[src/rtl/nibble_serial_sub_if.sv]
// Operand/result handshake bundle for nibble_serial_sub.
// When ADDSUB_OP_EN is defined the bundle also carries the add/subtract select 'op'.
interface nibble_serial_sub_if #(
  parameter int unsigned WIDTH = 16
);
  logic             in_valid;
  logic             in_ready;
  logic [WIDTH-1:0] a;
  logic [WIDTH-1:0] b;
  logic             bi;
`ifdef ADDSUB_OP_EN
  logic             op;
`endif
  logic             out_valid;
  logic             out_ready;
  logic [WIDTH-1:0] d;
  logic             bo;
  logic             ovf;

`ifdef ADDSUB_OP_EN
  modport master (output in_valid, a, b, bi, op, out_ready,
                  input  in_ready, out_valid, d, bo, ovf);
  modport slave  (input  in_valid, a, b, bi, op, out_ready,
                  output in_ready, out_valid, d, bo, ovf);
`else
  modport master (output in_valid, a, b, bi, out_ready,
                  input  in_ready, out_valid, d, bo, ovf);
  modport slave  (input  in_valid, a, b, bi, out_ready,
                  output in_ready, out_valid, d, bo, ovf);
`endif
endinterface

[src/rtl/nibble_serial_sub.sv]
// Nibble-serial subtractor: d = a - b - bi, one 4-bit lookahead slice per clock, LSB first.
// Optional ADDSUB_OP_EN: captured 'op' selects subtract (1) or add (0).
module nibble_serial_sub #(
  parameter int unsigned WIDTH = 16
) (
  input logic                clk,
  input logic                rst_n,
  nibble_serial_sub_if.slave bus
);
  localparam int unsigned N  = WIDTH / 4;
  localparam int unsigned CW = $clog2(N);

  typedef enum logic [1:0] {IDLE, RUN, DONE} state_t;

  state_t           state;
  logic [CW-1:0]    cnt;
  logic [WIDTH-1:0] a_q;
  logic [WIDTH-1:0] b_q;
  logic [WIDTH-1:0] d_q;
  logic             carry_q;
  logic             bo_q;
  logic             ovf_q;
  logic             out_valid_q;
  logic             sub_q;

  logic [CW+1:0]    idx;
  logic [3:0]       xn;
  logic [3:0]       yn;
  logic [3:0]       gn;
  logic [3:0]       pn;
  logic [3:0]       sn;
  logic [4:0]       cv;
  logic             bo_c;
  logic             ovf_c;

`ifndef ADDSUB_OP_EN
  assign sub_q = 1'b1;
`endif

  // Current slice: subtraction is a + ~b with the borrow carried as an inverted carry.
  always_comb begin
    idx   = {cnt, 2'b00};
    xn    = a_q[idx +: 4];
    yn    = sub_q ? ~b_q[idx +: 4] : b_q[idx +: 4];
    gn    = xn & yn;
    pn    = xn ^ yn;
    cv[0] = carry_q;
    cv[1] = gn[0] | (pn[0] & cv[0]);
    cv[2] = gn[1] | (pn[1] & gn[0]) | (pn[1] & pn[0] & cv[0]);
    cv[3] = gn[2] | (pn[2] & gn[1]) | (pn[2] & pn[1] & gn[0])
          | (pn[2] & pn[1] & pn[0] & cv[0]);
    cv[4] = gn[3] | (pn[3] & gn[2]) | (pn[3] & pn[2] & gn[1])
          | (pn[3] & pn[2] & pn[1] & gn[0])
          | (pn[3] & pn[2] & pn[1] & pn[0] & cv[0]);
    sn    = pn ^ cv[3:0];
    bo_c  = sub_q ? ~cv[4] : cv[4];
    ovf_c = (sub_q ? (a_q[WIDTH-1] ^ b_q[WIDTH-1]) : ~(a_q[WIDTH-1] ^ b_q[WIDTH-1]))
          & (sn[3] ^ a_q[WIDTH-1]);
  end

  // Control and datapath state; counter is cleared on accept and holds at N-1 in DONE.
  always_ff @(posedge clk) begin
    if (!rst_n) begin
      state       <= IDLE;
      cnt         <= '0;
      a_q         <= '0;
      b_q         <= '0;
      d_q         <= '0;
      carry_q     <= 1'b0;
      bo_q        <= 1'b0;
      ovf_q       <= 1'b0;
      out_valid_q <= 1'b0;
`ifdef ADDSUB_OP_EN
      sub_q       <= 1'b1;
`endif
    end else begin
      case (state)
        IDLE: begin
          if (bus.in_valid) begin
            a_q   <= bus.a;
            b_q   <= bus.b;
            cnt   <= '0;
            state <= RUN;
`ifdef ADDSUB_OP_EN
            sub_q   <= bus.op;
            carry_q <= bus.op ? ~bus.bi : bus.bi;
`else
            carry_q <= ~bus.bi;
`endif
          end
        end
        RUN: begin
          d_q[idx +: 4] <= sn;
          carry_q       <= cv[4];
          if (cnt == CW'(N - 1)) begin
            state       <= DONE;
            out_valid_q <= 1'b1;
            bo_q        <= bo_c;
            ovf_q       <= ovf_c;
          end else begin
            cnt <= cnt + CW'(1);
          end
        end
        DONE: begin
          if (bus.out_ready) begin
            out_valid_q <= 1'b0;
            state       <= IDLE;
          end
        end
        default: state <= IDLE;
      endcase
    end
  end

  assign bus.in_ready  = (state == IDLE) & rst_n;
  assign bus.out_valid = out_valid_q;
  assign bus.d         = d_q;
  assign bus.bo        = bo_q;
  assign bus.ovf       = ovf_q;
endmodule

[src/flat_wrapper.sv]
// flat-port wrapper written by rule: the top's interface ports become plain ports
module nibble_serial_sub_flat 
#(
  parameter int unsigned WIDTH = 16
)
  (clk, rst_n, bus_in_valid, bus_a, bus_b, bus_bi, bus_out_ready, bus_in_ready, bus_out_valid, bus_d, bus_bo, bus_ovf);
  nibble_serial_sub_if #(.WIDTH(WIDTH)) bus_i ();
  input logic clk;
  input logic rst_n;
  input wire logic [$bits(bus_i.in_valid)-1:0] bus_in_valid;
  input wire logic [$bits(bus_i.a)-1:0] bus_a;
  input wire logic [$bits(bus_i.b)-1:0] bus_b;
  input wire logic [$bits(bus_i.bi)-1:0] bus_bi;
  input wire logic [$bits(bus_i.out_ready)-1:0] bus_out_ready;
  output wire logic [$bits(bus_i.in_ready)-1:0] bus_in_ready;
  output wire logic [$bits(bus_i.out_valid)-1:0] bus_out_valid;
  output wire logic [$bits(bus_i.d)-1:0] bus_d;
  output wire logic [$bits(bus_i.bo)-1:0] bus_bo;
  output wire logic [$bits(bus_i.ovf)-1:0] bus_ovf;
  assign bus_i.in_valid = bus_in_valid;
  assign bus_i.a = bus_a;
  assign bus_i.b = bus_b;
  assign bus_i.bi = bus_bi;
  assign bus_i.out_ready = bus_out_ready;
  assign bus_in_ready = bus_i.in_ready;
  assign bus_out_valid = bus_i.out_valid;
  assign bus_d = bus_i.d;
  assign bus_bo = bus_i.bo;
  assign bus_ovf = bus_i.ovf;
  nibble_serial_sub #(.WIDTH(WIDTH)) u_core (.clk(clk), .rst_n(rst_n), .bus(bus_i));
endmodule
[config.mk]
export PLATFORM = sky130hd
export DESIGN_NAME = nibble_serial_sub_flat
export DESIGN_NICKNAME = d
export VERILOG_FILES = /design/src/rtl/nibble_serial_sub_if.sv /design/src/rtl/nibble_serial_sub.sv /design/src/flat_wrapper.sv
export SDC_FILE = /design/constraint.sdc
export NUM_CORES = 1
export LEC_CHECK = 0
export CAP_MARGIN = 30
export CELL_PAD_IN_SITES_DETAIL_PLACEMENT = 0
export CELL_PAD_IN_SITES_GLOBAL_PLACEMENT = 2
export CORE_ASPECT_RATIO = 1.2
export CORE_MARGIN = 10
export CORE_UTILIZATION = 33
export CTS_BUF_LIST = sky130_fd_sc_hd__clkbuf_16
export DETAILED_ROUTE_END_ITERATION = 8
export PLACE_DENSITY = 0.83
export SLEW_MARGIN = 5
export SYNTH_ARGS = -nofsm -noshare
export SYNTH_HDL_FRONTEND = slang
export SYNTH_SLANG_ARGS = --single-unit
[constraint.sdc]
create_clock -name clk -period 7.9 [get_ports clk]
set_clock_uncertainty 0.05 [all_clocks]
set_input_delay 1.58 -clock clk [delete_from_list [all_inputs] [get_ports clk]]
set_output_delay 1.58 -clock clk [all_outputs]
set_load 0.01 [all_outputs]
==> results.md <==
- The die is 120 um tall.
- In this run the critical register-to-register path is launched from u_core.cnt[1].
- The kind of launch point of the worst setup path is an input port.
- The clock passes through at most 2 buffers.
- When the netlist entered floorplanning its net count stood at 344.
- The count of max-cap constraint violations is 0.
- The tree is rooted in a clkbuf_16.
- The number of setup buffers added after CTS is 0.
- Dividing the synthesized area by the synthesized cell count gives 9.32 um^2.
- The number of antenna violations at the first check in global routing is 0.
- The overflow left after global routing is 0.
- The critical path starts at rst_n.
- The endpoint class of the critical path is a primary output.
- The post-route netlist has 8.67% of its cells at a drive strength greater than 1.
- In this run the critical register-to-register path is captured at u_core.bus.ovf.
- The critical path required time is 6.27 ns.
- The fmax is 205 MHz.
- The share of the clock period used by the worst path after layout is 61.7%.
- The worst reg2reg path depth is 6.
- Post-CTS repair changed the size of 0 cells.
- The yosys synthesis warning count is 0.
- The number of clock buffers added by TritonCTS is 5.
- For this configuration, the core starts out at a cell density of 33.9%.
- The placeable core region is 8150 um^2.
- The async set-reset flop share out of synthesis is 0%.
- The number of flops mapped to enable cells by yosys is 0.
- The worst setup margin is 3.03 ns.
- The largest total area in the synthesized netlist belongs to dfxtp_1.
- Measured against its own limit, the worst slew margin works out to 56.6%.
- The wire length reported by the detailed router is 6.35 mm.
- The final-report max-slew violation count is 0.
- Dividing total power by cell area gives a power density of 178 nW/um^2.
- For flop-to-flop paths, the worst setup slack is 5.22 ns.
- The floorplan step defined a die boundary enclosing 12400 um^2.
- Routability-driven placement finished with a final weighted congestion of 0.747.
- The global-route wire length before repair is 10.8 mm.
- The clock drives 56 sinks.
- Once detailed placement completed, the half-perimeter wirelength came to 4.75 mm.
- The instance count of the mapped netlist is 296.
- TritonCTS built the clock tree.
- The shortest clock period the worst path allows after layout is 4.87 ns.
- Setup total negative slack on the finished layout was measured at 0 ns.
- After clock tree synthesis, the clock-pin slew on the worst setup and hold paths is 0.07 ns.
- Summing over every cut layer, the via total after detailed routing is 2167.
- The flow ran to the end, and the final reports show no timing, DRC or antenna violations.
- Clock latency on the worst-skew pair, taken at its later pin, is 0.29 ns.
- Sorting the synthesized cells by how often they occur yields nand2_1 (81), dfxtp_1 (56), a21boi_0 (31).
- The count of distinct cell types in the synthesized netlist is 44.
- The count of endpoints failing hold in the final timing report is 0.
- The via density per instance is 4.71.
- Hold is met by 0.403 ns.
- Among all flip-flop cells after synthesis, the most frequent one is dfxtp_1.
- OpenSTA, run right after detailed placement, puts the worst setup slack at 3.00 ns.
- After the first detailed-routing iteration, the DRC count stood at 69.
- The average wire length per cell after detail routing is 13.8 um.
- In the routed design, unresolved DRC markers number 0.
- Setup repair after global routing left no endpoint under its margin.
- The number of antenna cells inserted is 0.
- Of all nets on the critical path, the largest fanout is 58.
- The H-tree was split into 2 levels.
- The detailed-routing iteration count for the pre-antenna-repair pass is 5.
- Counting flops and latches in the post-synthesis netlist gives 56.
- The signed area change from the synthesized netlist to the final layout is 28.3%.
- The via count of the first global-routing pass came to 2238.
- Setup violations remaining at the end of the flow were counted as 0.
- The analysis attributes to cell leakage a power of 1.27 nW.
- The critical path class is in -> out.
- The share of synthesized area in the top cell type comes to 40.6%.
- The pin count of the biggest net entering global routing is 59.
- The data arrival at the endpoint of the critical path is 3.24 ns.
- The detail route stage leaves a number of antenna-violating nets equal to 0.
- The measured slew at the worst slew-check pin is 0.650 ns.
- After floorplanning, the core was divided into 36 placement rows.
- After the last flow step, the layout net total stands at 394.
- The layout has 834 filler cells.
- The netlist area before placement is 2760 um^2.
- Across the VDD grid, the largest voltage drop is 0.0000929 V.
- The critical path ends at bus_in_ready.
- The count of buffers added on input and output ports is 56.
- The total global routing track utilization is 10.6%.
- The worst min-delay path category is reg -> reg.
- The total of hold buffers inserted after clock tree synthesis is 0.
- The dominant cell by count in the synthesized netlist is nand2_1.
- Pin placement for this block handled 57 I/O pins.
- The horizontal extent of the die is 103 um.
- For this run, the register share of the synthesized area comes to 40.6%.
- After synthesis, the cell types taking the most area are dfxtp_1 (41%), nand2_1 (11%), a21boi_0 (8.4%).
- The post-layout total power is 0.000629 W.
[kinds of logic (layout without fill, tap and decap cells)]
| family | after synthesis | after routing | synth area share, % |
|---|---|---|---|
| and+or+nand+nor | 123 | 123 | 23.0 |
| AOI/OAI and AO/OA | 67 | 67 | 18.1 |
| DFF | 56 | 56 | 40.6 |
| buffers and inverters | 29 | 79 | 5.85 |
| adders and majority gates | 11 | 11 | 5.26 |
| muxes | 9 | 9 | 6.89 |
| xor gates and xnor gates | 1 | 1 | 0.317 |
[report_power, final]
| part | leakage (nW) | internal (W) | switching, W | total, W |
|---|---|---|---|---|
| Sequential | 0.457 | 0.000295 | 0.00000930 | 0.000304 |
| Clock | 0.0657 | 0.000115 | 0.0000971 | 0.000212 |
| Combinational | 0.751 | 0.0000569 | 0.0000554 | 0.000112 |
[worst min-delay path by stage]
stage,start,end,cells after the start
floorplan,u_core.b_q[11],u_core.b_q[11],2
global placement,u_core.b_q[12],u_core.b_q[12],2
detailed placement,u_core.a_q[14],u_core.a_q[14],2
CTS,u_core.a_q[14],u_core.a_q[14],2
global route,u_core.a_q[14],u_core.a_q[14],2
finish,u_core.a_q[14],u_core.a_q[14],2
[per-layer routing]
layer | global-route usage, % | routed length (um) | vias to the layer above
li1 | - | - | 1112
met4 | 3.48 | 108 | 0
met1 | 12.5 | 2730 | 1004
met5 | 0 | 0 | -
met3 | 3.08 | 439 | 6
met2 | 17.8 | 3070 | 45
[sequential cells by signal (all words and copies together), names as in the netlist]
name,cells
u_core.carry_q,1
u_core.b_q,16
u_core.a_q,16
u_core.bus.ovf,1
u_core.cnt,2
u_core.state,2
u_core.bus.d,16
u_core.bus.out_valid,1
u_core.bus.bo,1
[cell type report]
type	instances	area, um^2	share of cell area [%]
Multi-Input combinational cell	211	1480	41.7
Timing Repair Buffer	60	618	17.4
Clock buffer	5	125	3.53
Sequential cell	56	1120	31.6
Clock inverter	2	12.5	0.353
Inverter	12	45.0	1.27
Tap cell	114	143	4.03
[cells in the final DEF (no fill, tap or decap), types with 2 or more instances in the layout]
| master | synthesis | routed |
|---|---|---|
| ha_1 | 10 | 10 |
| a21boi_0 | 31 | 31 |
| a21boi_1 | 7 | 7 |
| dfxtp_1 | 56 | 56 |
| mux4_2 | 8 | 8 |
| buf_4 | 1 | 2 |
| a21o_1 | 2 | 2 |
| and3_1 | 2 | 2 |
| nor2_1 | 6 | 6 |
| nor2b_1 | 14 | 14 |
| nand4_1 | 5 | 5 |
| nand3_1 | 2 | 2 |
| o21ai_0 | 7 | 7 |
| a21oi_1 | 2 | 2 |
| clkbuf_16 | 0 | 5 |
| a22oi_1 | 9 | 9 |
| a32oi_1 | 2 | 2 |
| inv_1 | 12 | 12 |
| nand2_1 | 81 | 81 |
| clkdlybuf4s50_1 | 0 | 56 |
[critical path, stage by stage]
cell	delay, ns
clkdlybuf4s50_1	0.46
buf_4	0.41
nand2b_1	0.13
nor2_1	0.10
clkdlybuf4s50_1	0.55
[stage by stage]
step | util, % | instances | instance area [um^2]
6_report | 43.4 | 460 | 3540
3_3_place_gp | 41.2 | 451 | 3360
4_1_cts | 43.4 | 460 | 3540
5_1_grt | 43.4 | 460 | 3540
3_5_place_dp | 41.8 | 453 | 3400
2_1_floorplan | - | 296 | 2760
(Power assumes the default switching activity.)
